===== config.mk =====
export PLATFORM = sky130hd
export DESIGN_NAME = serial_subtractor
export DESIGN_NICKNAME = d
export VERILOG_FILES = /design/src/rtl/serial_subtractor.sv
export SDC_FILE = /design/constraint.sdc
export NUM_CORES = 1
export LEC_CHECK = 0
export ABC_AREA = 1
export CORE_MARGIN = 2
export CORE_UTILIZATION = 50
export CTS_CLUSTER_DIAMETER = 200
export DETAILED_ROUTE_END_ITERATION = 16
export PLACE_DENSITY = 0.77
export SETUP_SLACK_MARGIN = 0.15
export SYNTH_ARGS = -nofsm -noshare
export SYNTH_HDL_FRONTEND = slang
export SYNTH_SLANG_ARGS = --single-unit

===== constraint.sdc =====
create_clock -name clk -period 4.06 [get_ports clk]
set_input_delay 0.812 -clock clk [delete_from_list [all_inputs] [get_ports clk]]
set_output_delay 0.812 -clock clk [all_outputs]
set_load 0.02 [all_outputs]

===== src/rtl/serial_subtractor.sv =====
// serial_subtractor: bit-serial a - b - bin, one bit per clock LSB first,
// with registered difference, borrow-out and signed overflow.
module serial_subtractor #(
    parameter int WIDTH = 8
) (
    input  logic             clk,
    input  logic             rst_n,
    input  logic             start,
    input  logic [WIDTH-1:0] a,
    input  logic [WIDTH-1:0] b,
    input  logic             bin,
    output logic             busy,
    output logic             done,
    output logic [WIDTH-1:0] diff,
    output logic             bout,
    output logic             ovf
);
    localparam int CW = $clog2(WIDTH) + 1;
    localparam logic [1:0] IDLE  = 2'd0;
    localparam logic [1:0] SHIFT = 2'd1;
    localparam logic [1:0] DONE  = 2'd2;

    logic [1:0]       state;
    logic [WIDTH-1:0] sa, sb;
    logic [CW-1:0]    cnt;
    logic             br, ai, bi, d, br_nx, last;

    always_comb begin
        ai    = sa[0];
        bi    = sb[0];
        d     = ai ^ bi ^ br;
        br_nx = (~ai & bi) | (~(ai ^ bi) & br);
        last  = cnt == CW'(WIDTH - 1);
    end

    assign busy = state != IDLE;
    assign done = state == DONE;

    // sa doubles as the result register: difference bits enter at the MSB
    // as minuend bits leave at the LSB, so on the last bit ai/bi are the MSBs.
    always_ff @(posedge clk or negedge rst_n) begin
        if (!rst_n) begin
            state <= IDLE;
            sa    <= '0;
            sb    <= '0;
            br    <= 1'b0;
            cnt   <= '0;
            diff  <= '0;
            bout  <= 1'b0;
            ovf   <= 1'b0;
        end else begin
            case (state)
                IDLE: if (start) begin
                    sa    <= a;
                    sb    <= b;
                    br    <= bin;
                    cnt   <= '0;
                    state <= SHIFT;
                end
                SHIFT: begin
                    sa  <= {d, sa[WIDTH-1:1]};
                    sb  <= sb >> 1;
                    br  <= br_nx;
                    cnt <= cnt + 1'b1;
                    if (last) begin
                        state <= DONE;
                        diff  <= {d, sa[WIDTH-1:1]};
                        bout  <= br_nx;
                        ovf   <= (ai ^ bi) & (d ^ ai);
                    end
                end
                default: state <= IDLE;
            endcase
        end
    end
endmodule


After elaboration in Yosys (flattened, before gate mapping):

Index checks and enable logic that the tools add are counted.

* $add $sub $neg: 1
* eq/ne operators: 5
* mux-type cells: 11
* bitwise gates (word level): 9
* reduce and logical (&&, ||, !) cells: 6

Operators by type and width (count)
* one-hot mux 8 bit (2 select lines): 2
* two-way mux 8 bit: 2
* one-hot mux 4 bit (2 select lines): 1
* AND reduction 2 bit: 3
* adder 4 x 1 -> 4 bit, second input constant: 1
* equality test 4 x 3 -> 1 bit, second input constant: 1
* two-way mux 2 bit: 2
* two-way mux 4 bit: 1
* != test 2 bit, second input constant: 2
* one-hot mux 2 bit (2 select lines): 1
* nonzero test 2 bit: 2
* AND 1 bit: 3
* bitwise XOR 1 bit: 3
* equality test 2 x 1 -> 1 bit, second input constant: 1
* equality test 2 bit, second input constant: 1
* zero test 2 bit: 1
* inverter 1 bit: 2
* one-hot mux 1 bit (2 select lines): 1
* two-way mux 1 bit: 1
* OR 1 bit: 1

* flip-flop bits (word level): 33
* bits of input ports: 20

Depth between registers and ports, before layout:

* depth after elaboration: 5
* gate-level depth with buffers: 8

Least setup slack after synthesis:

Ideal clock, no wire load.

* kind: register -> output
* start point: register state[0]
* end point: output port busy
* arrival time: 897 ps
* required time: 3248 ps
* slack: 2351 ps
* stages on the path, launching flop included: 4
* path buffers: 1
* cells stage by stage: dfrtp_1 > nor2_4 > buf_4 > inv_1

* cells in the longest elaborated chain, start to end: 1

RTL lines
* start: declaration: RTL line 23 `logic [1:0] state;`
* start signal: assignment: RTL line 43 `state <= IDLE;`
* start signal: assignment: RTL line 58 `state <= SHIFT;`
* start signal: assignment: RTL line 66 `state <= DONE;`
* nonzero test 2 bit: RTL line 36 `assign busy = state != IDLE;`
* end: declaration: RTL line 12 `output logic busy,`

No other way between the ends.

Final worst setup path:

Same ends and word-level chain as after synthesis.

==> results.toml <==
[run_status]
status = "finished, final reports clean"

[worst_setup_path]
cp-end-kind = "primary output"
start_kind = "flop"
slowest_delay_ps = 540
path_cells = "nor2_4, inv_1, clkdlybuf4s50_1"
cp_max_fo = 19
critPathArrivalTime_ps = 1760
required_ps = 3250
critPathKind = "reg2out"
cp_slowest_cell = "clkdlybuf4s50_1"

[sta]
clock_skew_ps = 10.88
hold_viol = 0
fmax_mhz = 389.5
maxSlewViolCount = 0
max-slew-margin-rel_pct = 54.14
rsz0062_at_grt = "false"
fin_tns_setup_ps = 0
post-route-period-util_pct = 63.23
worstMarginPinSlew_ps = 686.3
timing.hold.ws_ps = 485.5
fin_crit_ps = 2567
setup_viol = 0

[route]
drc = 0
drtPass1Iterations = 4
ant_nets = 0
drt_iter0_drc = 52
drt-total-wl_mm = 2.993
viasPerCell = 5.331
vias = 1290
wl_per_cell_um = 12.37

[cells_and_area]
fillers = 284
area_growth_syn_to_layout_pct = 22.58
layout_common_cells = "nand2_1 (57), nand3_1 (57), dfrtp_1 (33)"
layout-drive-gt1-share_pct = 7.177
nets = 232
diodes = 0

[synth]
synth_seq_area_share_pct = 53.23
synth-seq-cells = 33
syn_avg_cell_area_um2 = 8.619
synth-warning-count = 0
yosysUniqueCellTypes = 18
netlist_area_um2 = 1551
synthesis.nets = 203
netlist_instances = 180

[cts]
path_clk_slew_ps = 100
clkSinkCount = 33
h-tree-depth = 2
hold_buffers = 0
cts.path.max_buffers = 2
numCtsBuffers = 5
cts_tree = "yes"
clkLatencyLatePin_ps = 320
cts_setup_buffers = 0
root_buffer = "clkbuf_4"
cts_resized = 0

[global_route]
antenna_found_initial = 0
grtUsageMet1_pct = 24.11
met2_usage_pct = 33.07
grt_usage_pct = 19.60
grt_pass1_vias = 1217
globalRouteOverflowTotal = 0
grt_pass1_wl_mm = 5.202
grt-busiest-layer = "met2"
grt_use_met3_pct = 4.762
grt_start_max_net_pins = 34

[placed_design]
dp_hpwl_mm = 2.053
place_congestion = 0.8071
portBuffers = 31

[worst_hold_path]
hp-class = "reg2reg"

[floorplan]
fp.dieW_um = 59.71
die_area_um2 = 3565
fp.dieH_um = 59.71
io_pins = 32
initial_core_util_pct = 51.67
num_rows = 20
core_um2 = 3003

[flow_run]
maxCapViolCount = 0

[power_and_ir_drop]
power.density_nw_per_um2 = 722.1
ir_drop_mv = 0.2907
fin_total_pwr_uw = 1373
leakage_uw = 0.0009063
## registers in the layout (all words and copies together) (netlist names)
register / count
cnt: 4
sb: 8
sa: 8
ovf: 1
diff: 8
br: 1
state: 2
bout: 1
## critical path, delay by kind of cell, from the launching register on
kind	cells	cell delay (ps)
DFF	1	450
and+or+nand+nor	1	370
buffers and inverters	2	620
## per-stage QoR
step	setup WS (ps)	std cells	cell area (um2)	utilization, %
floorplan	2351	180	1551	-
global placement	1382	235	1847	61.50
detailed placement	1323	235	1847	61.50
CTS	1453	242	1902	63.33
global route	1388	242	1902	63.33
finish	1493	242	1902	63.33
## worst paths after layout
kind | startpoint | end | slack, ps | cells after the start
worst min register to register | diff[3] | diff[3] | 490 | 2
max in group asynchronous | rst_n | state[1] | 2880 | 2
min in group asynchronous | rst_n | diff[4] | 880 | 2
worst min-delay path | diff[3] | diff[3] | 490 | 2
worst max-delay path | state[0] | busy | 1490 | 3
worst max register to register | sa[0] | ovf | 2580 | 8
## synthesized netlist by cell type
master / count / share of area, %
buf_2: 6 / 1.9
buf_4: 3 / 1.5
buf_6: 1 / 0.73
dfrtp_1: 33 / 53
fa_1: 1 / 1.3
ha_1: 2 / 1.6
inv_1: 4 / 0.97
inv_2: 3 / 0.73
nand2_1: 57 / 14
nand2_4: 1 / 0.73
nand2_8: 1 / 1.3
nand3_1: 57 / 18
nand4_1: 1 / 0.40
nor2_1: 4 / 0.97
nor2_2: 2 / 0.81
nor2_4: 1 / 0.73
o21ai_0: 2 / 0.65
o21ai_1: 1 / 0.32
## layer usage
layer,vias to the layer above,wire length (um),part of all wire [%]
li1,651,-,-
met1,592,1325,44
met2,42,1467,49
met3,5,173,5.8
met4,0,26,0.87
met5,-,0,0
## power by group
part / total, uW / switching (uW) / internal (uW)
clock: 183 / 101 / 81.7
sequential: 589 / 112 / 477
combinational: 601 / 352 / 250
## logic make-up (layout without fill, tap and decap cells)
| logic type | Yosys count | count (layout) | synth area share (%) |
|---|---|---|---|
| adders and majority gates | 3 | 3 | 2.903 |
| DFF | 33 | 33 | 53.23 |
| AOI/OAI and AO/OA | 3 | 3 | 0.9675 |
| and+or+nand+nor | 124 | 124 | 37.10 |
| buffers and inverters | 17 | 46 | 5.806 |
## layout make-up
cell class                      instances  area [um2]  share of cell area [%]
Sequential cell                        33       825.8                   43.42
Multi-Input combinational cell        130       635.6                   33.42
Timing Repair Buffer                   32       317.8                   16.71
Clock buffer                            7       55.05                   2.895
Tap cell                               33       41.29                   2.171
Inverter                                7       26.28                   1.382
Note: power is estimated with default switching activity, not from simulation.
